--- config.mk ---
export PLATFORM = sky130hd
export DESIGN_NAME = byte_sum_packer
export DESIGN_NICKNAME = d
export VERILOG_FILES = /design/src/rtl/byte_sum_packer.sv
export SDC_FILE = /design/constraint.sdc
export NUM_CORES = 1
export LEC_CHECK = 0
export CAP_MARGIN = 25
export CELL_PAD_IN_SITES_DETAIL_PLACEMENT = 0
export CELL_PAD_IN_SITES_GLOBAL_PLACEMENT = 1
export CORE_ASPECT_RATIO = 0.9
export CORE_MARGIN = 1.5
export CORE_UTILIZATION = 44
export CTS_CLUSTER_SIZE = 30
export DETAILED_ROUTE_END_ITERATION = 7
export PLACE_DENSITY = 0.92
export SLEW_MARGIN = 20
export SYNTH_ARGS = -nofsm -noshare
export SYNTH_HDL_FRONTEND = slang
export SYNTH_SLANG_ARGS = --single-unit
export TNS_END_PERCENT = 10
--- constraint.sdc ---
create_clock -name clk -period 3.4 [get_ports clk]
set_clock_uncertainty 0.2 [all_clocks]
set_input_delay 0.34 -clock clk [delete_from_list [all_inputs] [get_ports clk]]
set_output_delay 0.34 -clock clk [all_outputs]
set_load 0.05 [all_outputs]
--- src/rtl/byte_sum_packer.sv ---
// byte_sum_packer: packs LSB-first {carry,sum} bytes into NBYTES-wide words on a valid/ready output.
// Optional per-byte even parity on out_parity when BYTE_PACKER_PARITY_EN is defined.
module byte_sum_packer #(
    parameter int NBYTES = 4
) (
    input  logic                  clk,
    input  logic                  rst,
    input  logic [8:0]            sum_in,
    input  logic                  sum_valid,
    input  logic                  sum_last,
    output logic                  in_ready,
    output logic [8*NBYTES-1:0]   out_word,
    output logic                  out_carry,
    output logic                  out_short,
    output logic [NBYTES-1:0]     out_parity,
    output logic                  out_valid,
    input  logic                  out_ready
);
    localparam int W  = 8 * NBYTES;
    localparam int CW = $clog2(NBYTES);

    typedef enum logic {IDLE, ACC} state_t;

    state_t        state, state_nx;
    logic [CW-1:0] count;
    logic [W-1:0]  acc, merged;
    logic          accept, full, complete;

    assign in_ready = !out_valid | out_ready;
    assign accept   = sum_valid & in_ready;
    assign full     = count == CW'(NBYTES - 1);
    assign complete = accept & (sum_last | full);
    // IDLE masks the accumulator so a fresh word never inherits stale bytes
    assign merged   = (state == IDLE ? '0 : acc) | (W'(sum_in[7:0]) << {count, 3'b000});

    always_comb begin
        state_nx = state;
        if (accept) state_nx = complete ? IDLE : ACC;
    end

    always_ff @(posedge clk) begin
        if (rst) begin
            state     <= IDLE;
            count     <= '0;
            acc       <= '0;
            out_valid <= 1'b0;
            out_word  <= '0;
            out_carry <= 1'b0;
            out_short <= 1'b0;
        end else begin
            state <= state_nx;
            if (out_valid & out_ready) out_valid <= 1'b0;
            if (accept) begin
                acc   <= complete ? '0 : merged;
                count <= complete ? '0 : count + CW'(1);
            end
            if (complete) begin
                out_valid <= 1'b1;
                out_word  <= merged;
                out_carry <= sum_in[8];
                out_short <= !full;
            end
        end
    end

`ifdef BYTE_PACKER_PARITY_EN
    logic [NBYTES-1:0] parity_nx;

    always_comb begin
        parity_nx = '0;
        for (int k = 0; k < NBYTES; k++) parity_nx[k] = ^merged[8*k +: 8];
    end

    always_ff @(posedge clk) begin
        if (rst) out_parity <= '0;
        else if (complete) out_parity <= parity_nx;
    end
`else
    assign out_parity = '0;
`endif
endmodule

======== Word-level counts from Yosys, hierarchy flattened ========
Index checks and enable logic that the tools add are counted.
storage, ports and cells
  bits in registers ....................... 70
  bits of input ports ..................... 14
  output and inout port bits .............. 40
  word-level logic and storage cells ...... 25
cells by class
  $add $sub $neg .......................... 1
  eq/ne operators ......................... 1
  shifts and indexed selects .............. 1
  multiplexer cells ....................... 6
  bitwise operators ....................... 6
  reductions and logical operators ........ 3
operators by type and width
  kind                   count
  $mux W32               2
  $or A32 B32 Y32        1
  $shl A8 B5 Y32         1
  $and A1 B1 Y1          3
  $mux W1                3
  $add A2 B1 Y2 const B  1
  $eq A2 B2 Y1 const B   1
  $logic_not A1 Y1       2
  $mux W2                1
  $or A1 B1 Y1           2
  $reduce_bool A2 Y1     1

======== Longest topological paths before layout ========
Gate-level depths: netlist of run 1.
  depth in word-level cells ............... 5
  mapped depth ............................ 7
  gate-level depth less buffers ........... 4

======== Least setup slack after synthesis of run 1 ========
No wires, ideal clock.
  path kind ............................... reg-to-reg
  start ................................... register out_valid
  end ..................................... register acc[11]
  setup time .............................. 68 ps
  arrival ................................. 1825 ps
  slack ................................... 1307 ps
  stages on the path, launching flop included .. 6
  path buffers ............................ 1
  cells stage by stage .................... dfxtp_1 nor2b_4 inv_2 a21oi_1 clkbuf_1 o2bb2ai_2
on the way
  longest elaborated chain between the ends .. 5
ends and longest elaborated chain
  item                    RTL line  RTL
  from (decl)             16        output logic out_valid,
  from (signal assigned)  46        out_valid <= 1'b0;
  from (signal assigned)  52        if (out_valid & out_ready) out_valid <= 1'b0;
  from (signal assigned)  58        out_valid <= 1'b1;
  $logic_not A1 Y1 (*)    29        assign in_ready = !out_valid | out_ready;
  $or A1 B1 Y1 (*)        29
  $and A1 B1 Y1 (*)       30        assign accept = sum_valid & in_ready;
  $and A1 B1 Y1           32        assign complete = accept & (sum_last | full);
  $mux W32                54        acc <= complete ? '0 : merged;
  to (signal assigned)    54
  to (decl)               26        logic [W-1:0] acc, merged;
Mark *: on every way between the ends. The rest lies on a longest branch, timed or not.
A chain may end at the register's enable or synchronous reset.

======== Worst setup path after layout of run 1 ========
  start ................................... input out_ready
  end ..................................... output in_ready
on the way
  longest elaborated chain between the ends .. 1
ends and longest elaborated chain
  item          RTL line  RTL
  from (decl)   17        input logic out_ready
  $or A1 B1 Y1  29
  to (decl)     11        output logic in_ready,
Every way passes these cells.

==> results_dict.tcl, run 1 <==
set metrics [dict create \
    status "completed" \
    synth_warnings 0 \
    initial_core_util 0.449 \
    synth_edf_count 0 \
    final_nets 315 \
    path_max_fanout 8 \
    ant_nets 0 \
    synth_xor_area_frac 0 \
    synth.distinct_cells 27 \
    hold_viol 0 \
    rows 28 \
    period_needed_ns 2.38 \
    power_leakage_nw 1.17 \
    startpoint_type "primary input" \
    setup_tns_ns 0 \
    synthAdderAreaFrac 0.00427 \
    via_count 2389 \
    n_antenna_cell 0 \
    clk_path_buf_depth 2 \
    die_area_um2 7150 \
    ir_drop_mv 0.241 \
    dp.cells 379 \
    slew_headroom 0.525 \
    cts_resized 0 \
    critPathKind "primary input to output port" \
    grt_usage 0.219 \
    drc_errors 0 \
    synth_top_area_frac 0.479 \
    cts_sinks 70 \
    setup_viol 0 \
    place_area_um2 3440 \
    seq_area_frac_synth 0.479 \
    first_global_vias 2304 \
    maxSlewViolCount 0 \
    powerDensity_nw_per_um2 507 \
    clk_latency_ns 0.34 \
    synth-seq-cells 70 \
    wl_per_cell_um 18.6 \
    cts_made_buffers 9 \
    arrival_ns 1.84 \
    gp_congestion 0.782 \
    dp_hpwl_um 4560 \
    synthSimpleGateAreaFrac 0.0308 \
    utilization 0.555 \
    synth_ff_type "dfxtp_1" \
    synth_compound_area_frac 0.416 \
    antenna_found_initial 0 \
    cts_hold_buf 0 \
    die_y_um 80.4 \
    vias_per_cell 6.09 \
    finalCritPeriodShare 0.699 \
    synth_area_leaders "dfxtp_1, o2bb2ai_2, a211oi_1, a22oi_1, a31oi_1" \
    synthMuxAreaShare 0 \
    area_growth_pct 23.5 \
    grt_pass1_wl_um 11700 \
    firstDrtPassIters 4 \
    io_pins 54 \
    overflow 0 \
    avgSynthCellArea_um2 11.0 \
    netlist_instances 265 \
    tightest_slew_ns 0.712 \
    cap_violations 0 \
    cts_tree "done" \
    drt_iter0_drc 191 \
    fin_ws_ns 1.02 \
    cts_root_buf "clkbuf_8" \
    htreeDepth 3 \
    routed_wl_um 7290 \
    required_ns 2.86 \
    die_w_um 89.0 \
    clk_pin_slew_ns 0.07 \
    layout-drive-gt1-share 0.189 \
    synth.cell_area_um2 2930 \
    cp-end-kind "output port" \
    post-place-ws_ns 1.02 \
    synth_top_family_by_area "compound AO/OA/AOI/OAI gates" \
    async_reset_ff_frac 0 \
    hold_class "flip-flop to flip-flop" \
    rsz0062_at_grt "no" \
    design_area_um2 3620 \
    finalNonFillerCells 392 \
    core_um2 6520 \
    fmax_mhz 421 \
    grt_max_degree 40 \
    synth_top_cell_by_area "dfxtp_1" \
    port_buffers 49 \
    postCtsSetupRepairBufs 0 \
]
synth_stat cells (3+ instances only):
cell / instances
o21ai_0: 3
buf_4: 4
nor2_1: 3
dfxtp_1: 70
a31oi_1: 33
a22oi_1: 32
a21oi_1: 5
clkbuf_1: 24
a211oi_1: 32
o2bb2ai_2: 30
nor2b_1: 3
buf_6: 5
path summary, 6_finish.rpt:
| kind | start | cells after the start | slack [ns] | endpoint |
|---|---|---|---|---|
| worst max-delay path | out_ready | 4 | 1.02 | in_ready |
| worst min register to register | acc[31] | 1 | 0.27 | acc[31] |
| worst max register to register | count[0] | 4 | 1.32 | acc[0] |
| worst min-delay path | acc[31] | 1 | 0.27 | acc[31] |
placed cells by master, fill, tap and decap left out, types with 2 or more instances in the layout:
| master | count |
|---|---|
| a22oi_1 | 32 |
| buf_4 | 8 |
| clkbuf_8 | 10 |
| o21ai_0 | 3 |
| a31oi_1 | 33 |
| o2bb2ai_2 | 30 |
| dfxtp_1 | 70 |
| nor2_1 | 3 |
| conb_1 | 4 |
| a21oi_1 | 4 |
| nand4_1 | 2 |
| a211oi_1 | 32 |
| nor2b_1 | 3 |
| inv_2 | 2 |
| o31ai_1 | 2 |
| o2bb2ai_1 | 2 |
| clkdlybuf4s50_1 | 49 |
cell type report:
| class | count | area [um2] |
|---|---|---|
| Timing Repair Buffer | 58 | 566 |
| Fill cell | 583 | 2900 |
| Tap cell | 90 | 113 |
| Clock inverter | 2 | 35.0 |
| Clock buffer | 11 | 141 |
| Sequential cell | 70 | 1400 |
| Inverter | 2 | 7.51 |
| Multi-Input combinational cell | 159 | 1350 |
sequential cells by signal, indices dropped and copies added, names as in the netlist:
signal	flops
acc	32
out_word	32
count	2
out_carry	1
out_short	1
out_valid	1
state	1
cell families after synthesis:
kind of cell             after synthesis
buffers and inverters                 39
other                                  1
adder cells (fa/ha/maj)                1
AO/OA/AOI/OAI                        140
flip-flops                            70
AND/OR/NAND/NOR                       14
worst max-delay path: stages:
cell and delay [ns]:
clkdlybuf4s50_1 0.50, nor2b_4 0.08, inv_2 0.09, clkdlybuf4s50_1 0.83
per-layer routing:
layer	part of all wire	GRT usage
met2	0.46	0.326
met3	0.069	0.0647
met1	0.45	0.292
met4	0.022	0.0969
met5	0	0
power by group:
part / switching [mW] / total [mW] / internal, mW
clock: 0.286 / 0.632 / 0.346
combinational: 0.219 / 0.323 / 0.104
sequential: 0.0241 / 0.878 / 0.854
metrics by stage:
stage	total power, mW	hold slack [ns]
final	1.83	0.272
after floorplan	1.11	0.233
after global routing	1.90	0.284
after CTS	1.84	0.272
after global placement	1.21	0.246
after detailed placement	1.22	0.252
(Power assumes the default switching activity.)
==> run 2: changes to the inputs <==
--- a/config.mk
+++ b/config.mk
@@ -10,10 +10,10 @@
 export CELL_PAD_IN_SITES_GLOBAL_PLACEMENT = 1
 export CORE_ASPECT_RATIO = 0.9
 export CORE_MARGIN = 1.5
-export CORE_UTILIZATION = 44
+export CORE_UTILIZATION = 40
 export CTS_CLUSTER_SIZE = 30
 export DETAILED_ROUTE_END_ITERATION = 7
-export PLACE_DENSITY = 0.92
+export PLACE_DENSITY = 0.85
 export SLEW_MARGIN = 20
 export SYNTH_ARGS = -nofsm -noshare
 export SYNTH_HDL_FRONTEND = slang
==> constraint.sdc (replaced) <==
create_clock -name clk -period 2.19 [get_ports clk]
set_clock_uncertainty 0.2 [all_clocks]
set_input_delay 0.219 -clock clk [delete_from_list [all_inputs] [get_ports clk]]
set_output_delay 0.219 -clock clk [all_outputs]
set_load 0.05 [all_outputs]
==> run 2 against run 1 <==
Against the previous run: die area is 9.6% higher; setup slack worse by 0.75 ns; critical path depth is 3 lower.
==> results_dict.tcl, run 2 (same netlist as run 1, synthesis figures left out) <==
set metrics [dict create \
    status "completed" \
    timing.hold.ws_ns 0.253 \
    cts_resized 0 \
    io_pins 54 \
    power_leakage_nw 1.24 \
    grt_pass1_wl_um 11300 \
    drt_iter0_drc 121 \
    r2r-start "count[0]" \
    final_cell_mix "dfxtp_1, clkdlybuf4s50_1, a31oi_1" \
    r2r_slack_ns 0.29 \
    wl_per_cell_um 17.5 \
    via_count 2332 \
    cts_sinks 70 \
    overflow 0 \
    first_global_vias 2139 \
    rsz0062_at_grt "no" \
    hold_end "out_carry" \
    cp-end-kind "output port" \
    period_needed_ns 1.92 \
    port_buffers 49 \
    post-place-ws_ns 0.193 \
    cp-startpoint "out_word[1]" \
    r2r_end "acc[31]" \
    critPathKind "flip-flop to output port" \
    grt_usage 0.184 \
    top_layer_used "met4" \
    cts_hold_buf 0 \
    fin_ws_ns 0.268 \
    num-fill-cells 646 \
    layout-drive-gt1-share 0.214 \
    path_max_fanout 2 \
    maxSlewViolCount 0 \
    finalCritPeriodShare 0.878 \
    clk_latency_ns 0.34 \
    wl_met3_um 368 \
    hp-start "sum_in[8]" \
    powerDensity_nw_per_um2 859 \
    startpoint_type "flip-flop" \
    finalNonFillerCells 402 \
    firstDrtPassIters 4 \
    required_ns 1.77 \
    hold_path_depth 3 \
    clk_pin_slew_ns 0.07 \
    clk_path_buf_depth 2 \
    n_antenna_cell 0 \
    cts_tree "done" \
    die_area_um2 7840 \
    die_y_um 84.2 \
    postCtsSetupRepairBufs 0 \
    cts_root_buf "clkbuf_8" \
    die_w_um 93.2 \
    cap_violations 0 \
    routed_wl_um 7020 \
    critPathTopFamily "buffers and inverters" \
    cts_made_buffers 9 \
    antenna_found_initial 0 \
    ir_drop_mv 0.294 \
    core_um2 7080 \
    fmax_mhz 520 \
    route.met2.wl_um 3390 \
    hold_viol 0 \
    ant_nets 0 \
    htreeDepth 3 \
    vias_per_cell 5.80 \
    slew_headroom 0.593 \
    dp_hpwl_um 4580 \
    critical-path-max-stage-delay_ns 0.81 \
    gp_congestion 0.711 \
    final_nets 319 \
    hold_class "primary input to flip-flop" \
    layout_commonest_cell "dfxtp_1" \
    rows 29 \
    setup_viol 0 \
    drc_errors 0 \
    wl_met1_um 3150 \
    grt_max_degree 41 \
    arrival_ns 1.50 \
    tightest_slew_ns 0.609 \
    dp.cells 386 \
    reg_top3 "acc: 32 flops, out_word: 32 flops, count: 2 flops" \
    initial_core_util 0.414 \
    worst_path_max_delay_cell "clkdlybuf4s50_1" \
    area_growth_pct 28.8 \
    crit_chain "clkdlybuf4s50_1" \
    cp_num_buf_inv 1 \
    rr_worst_depth 5 \
    setup_tns_ns 0 \
]
==> run 2: cell types whose count changed in the layout (fill, tap and decap cells not counted), sizes merged <==
cell           change
bufinv             +3
clkdlybuf4s50      -1
clkinvlp           +1
buf                +5
clkbuf             -1
==> run 2: layout make-up <==
type                            instances  area, um2  area share
Sequential cell                        70       1400       0.372
Multi-Input combinational cell        159       1350       0.359
Timing Repair Buffer                   62        623       0.165
Clock buffer                           10        138      0.0365
Clock inverter                          6        133      0.0352
Tap cell                               93        116      0.0309
Inverter                                2       7.51     0.00199
==> run 2: worst max-delay path by stage <==
stage	to	cells past startpoint
2_1_floorplan	acc[11]	5
3_3_place_gp	acc[0]	5
3_5_place_dp	acc[29]	5
4_1_cts	out_word[3]	1
5_1_grt	acc[5]	5
6_report	out_word[1]	1
==> run 2: per-stage QoR <==
step | power [mW] | utilization | instance area, um2
floorplan | 1.73 | - | 2940
global placement | 1.89 | 0.495 | 3500
detailed placement | 1.89 | 0.495 | 3500
CTS | 3.26 | 0.533 | 3770
global route | 3.36 | 0.533 | 3770
finish | 3.24 | 0.533 | 3770
==> run 2: power breakdown <==
| part | total, mW | internal [mW] | switching [mW] | leakage, nW |
|---|---|---|---|---|
| clock network | 1.37 | 0.901 | 0.474 | 0.132 |
| logic | 0.512 | 0.170 | 0.342 | 0.539 |
| registers | 1.35 | 1.32 | 0.0300 | 0.571 |
| total | 3.24 | 2.40 | 0.845 | 1.24 |
==> run 2: per-layer routing <==
| layer | track usage | up-vias |
|---|---|---|
| met1 | 0.253 | 1129 |
| li1 | - | 1133 |
| met2 | 0.285 | 59 |
| met3 | 0.0335 | 11 |
| met5 | 0 | - |
| met4 | 0.0744 | 0 |
==> run 3: changes to the inputs <==
--- a/config.mk
+++ b/config.mk
@@ -6,14 +6,12 @@
 export NUM_CORES = 1
 export LEC_CHECK = 0
 export CAP_MARGIN = 25
-export CELL_PAD_IN_SITES_DETAIL_PLACEMENT = 0
-export CELL_PAD_IN_SITES_GLOBAL_PLACEMENT = 1
 export CORE_ASPECT_RATIO = 0.9
 export CORE_MARGIN = 1.5
-export CORE_UTILIZATION = 40
+export CORE_UTILIZATION = 47
 export CTS_CLUSTER_SIZE = 30
 export DETAILED_ROUTE_END_ITERATION = 7
-export PLACE_DENSITY = 0.85
+export PLACE_DENSITY = 0.83
 export SLEW_MARGIN = 20
 export SYNTH_ARGS = -nofsm -noshare
 export SYNTH_HDL_FRONTEND = slang
==> constraint.sdc (replaced) <==
create_clock -name clk -period 1.75 [get_ports clk]
set_clock_uncertainty 0.2 [all_clocks]
set_input_delay 0.175 -clock clk [delete_from_list [all_inputs] [get_ports clk]]
set_output_delay 0.175 -clock clk [all_outputs]
set_load 0.05 [all_outputs]
==> run 3 against run 2 <==
Against the previous run: the flow now finishes with violations (negative setup slack); setup slack got worse by 0.31 ns; first-iteration DRC count grew 35%; power rose by 9.6%; non-clock buffer count is 12 higher; sequential cell count did not move; die area decreased by 14%; final cell count shrank 2.2%; clock power is 12% lower; count of clock-buffer cells in the layout is 3 higher; global-route usage grew 3.9 points; hold slack worse by 0.016 ns; register-to-register slack got worse by 0.34 ns; critical path type is now flip-flop to flip-flop; largest cell class unchanged; largest power group is now registers; highest routed layer unchanged.
==> results_dict.tcl, run 3 (same netlist as run 1, synthesis figures left out) <==
set metrics [dict create \
    htreeDepth 3 \
    path_max_fanout 32 \
    n_antenna_cell 0 \
    cts_root_buf "clkbuf_8" \
    die_w_um 86.2 \
    cp_num_buf_inv 1 \
    final_nets 331 \
    drc_errors 0 \
    maxSlewViolCount 0 \
    overflow 0 \
    cap_violations 0 \
    rsz0062_at_grt "yes" \
    fmax_mhz 557 \
    layout_commonest_cell "dfxtp_1" \
    reg_top3 "acc: 32 flops, out_word: 32 flops, count: 2 flops" \
    cts_sinks 70 \
    ant_nets 0 \
    area_growth_pct 26.8 \
    finalCritPeriodShare 1.03 \
    period_needed_ns 1.80 \
    critPathKind "flip-flop to flip-flop" \
    layout-drive-gt1-share 0.364 \
    hold_class "primary input to flip-flop" \
    grt_max_degree 40 \
    first_global_vias 2334 \
    startpoint_type "flip-flop" \
    cts_made_buffers 9 \
    power_leakage_nw 1.34 \
    setup_viol 32 \
    cts_hold_buf 0 \
    cts_tree "done" \
    core_um2 6080 \
    clk_latency_ns 0.34 \
    ir_drop_mv 0.557 \
    via_count 2436 \
    violations "negative setup slack" \
    initial_core_util 0.481 \
    worst_path_max_delay_cell "or4_4" \
    crit_chain "ha_4, or2_1, or4_4, buf_12, o2bb2ai_2" \
    port_buffers 49 \
    routed_wl_um 7160 \
    final_cell_mix "dfxtp_1, buf_4, a31oi_1" \
    antenna_found_initial 0 \
    cp-end-kind "flip-flop" \
    io_pins 54 \
    rows 27 \
    hold_viol 0 \
    clk_pin_slew_ns 0.07 \
    utilization 0.611 \
    clk_path_buf_depth 2 \
    firstDrtPassIters 5 \
    dp_hpwl_um 4700 \
    vias_per_cell 6.20 \
    die_y_um 77.9 \
    grt_usage 0.223 \
    critPathTopFamily "simple AND/OR/NAND/NOR gates" \
    required_ns 1.82 \
    arrival_ns 1.87 \
    postCtsSetupRepairBufs 0 \
    gp_congestion 0.775 \
    critical-path-max-stage-delay_ns 0.44 \
    wl_per_cell_um 18.2 \
    finalPower_mw 3.55 \
    drt_iter0_drc 163 \
    grt_pass1_wl_um 11700 \
    status "complete, but fails checks" \
    powerDensity_nw_per_um2 956 \
    fin_ws_ns -0.0457 \
    die_area_um2 6710 \
]
==> run 3: layout make-up <==
| cell class | count | area [um2] |
|---|---|---|
| clock buffers | 13 | 169 |
| clock inverters | 3 | 17.5 |
| fillers | 492 | 2370 |
| inverters | 2 | 10.0 |
| multi-input cells | 159 | 1370 |
| flip-flops and latches | 70 | 1410 |
| well taps | 72 | 90.1 |
| repair buffers | 74 | 651 |
==> run 3: layer usage <==
metal | share of wire | GRT usage | vias to the layer above
met5 | 0 | 0 | -
met4 | 0.0064 | 0.0597 | 0
met3 | 0.076 | 0.0649 | 4
met2 | 0.48 | 0.343 | 95
met1 | 0.44 | 0.306 | 1176
li1 | - | - | 1161
==> run 3: final timing paths <==
| kind | cells past startpoint | from | endpoint | slack (ns) |
|---|---|---|---|---|
| hold / removal | 3 | sum_in[8] | out_carry | 0.24 |
| setup reg to reg | 5 | count[1] | acc[31] | -0.05 |
| setup / recovery | 5 | count[1] | acc[31] | -0.05 |
| hold reg to reg | 1 | acc[0] | acc[0] | 0.27 |
==> run 3: worst reg2reg max path, delay by kind of cell, from the launching register on <==
family	cells	cell delay (ns)
simple gates	2	0.67
buf+inv	1	0.20
flops	1	0.34
fa+ha+maj	1	0.16
compound gates	1	0.16
==> run 3: metrics by stage <==
stage / worst slack, ns / hold slack (ns) / TNS [ns] / std cells / instance area (um2)
after detailed placement: -0.174 / 0.247 / -5.32 / 377 / 3500
after global placement: -0.116 / 0.246 / -4.17 / 377 / 3500
after CTS: -0.0627 / 0.235 / -0.282 / 393 / 3700
final: -0.0457 / 0.237 / -0.601 / 393 / 3710
after global routing: -0.0888 / 0.261 / -1.93 / 393 / 3710
after floorplan: -0.150 / 0.125 / -4.58 / 268 / 2960
==> run 3: where the power goes <==
| part | internal (mW) | switching (mW) |
|---|---|---|
| Sequential | 1.66 | 0.0383 |
| Combinational | 0.216 | 0.435 |
| Clock | 0.626 | 0.576 |
| Total | 2.50 | 1.05 |
==> run 3: what timing repair did <==
action / in CTS / in global routing
gates cloned: 0 / 0
gates resized for setup: 2 / 4
endpoints found under the setup margin: 33 / 37
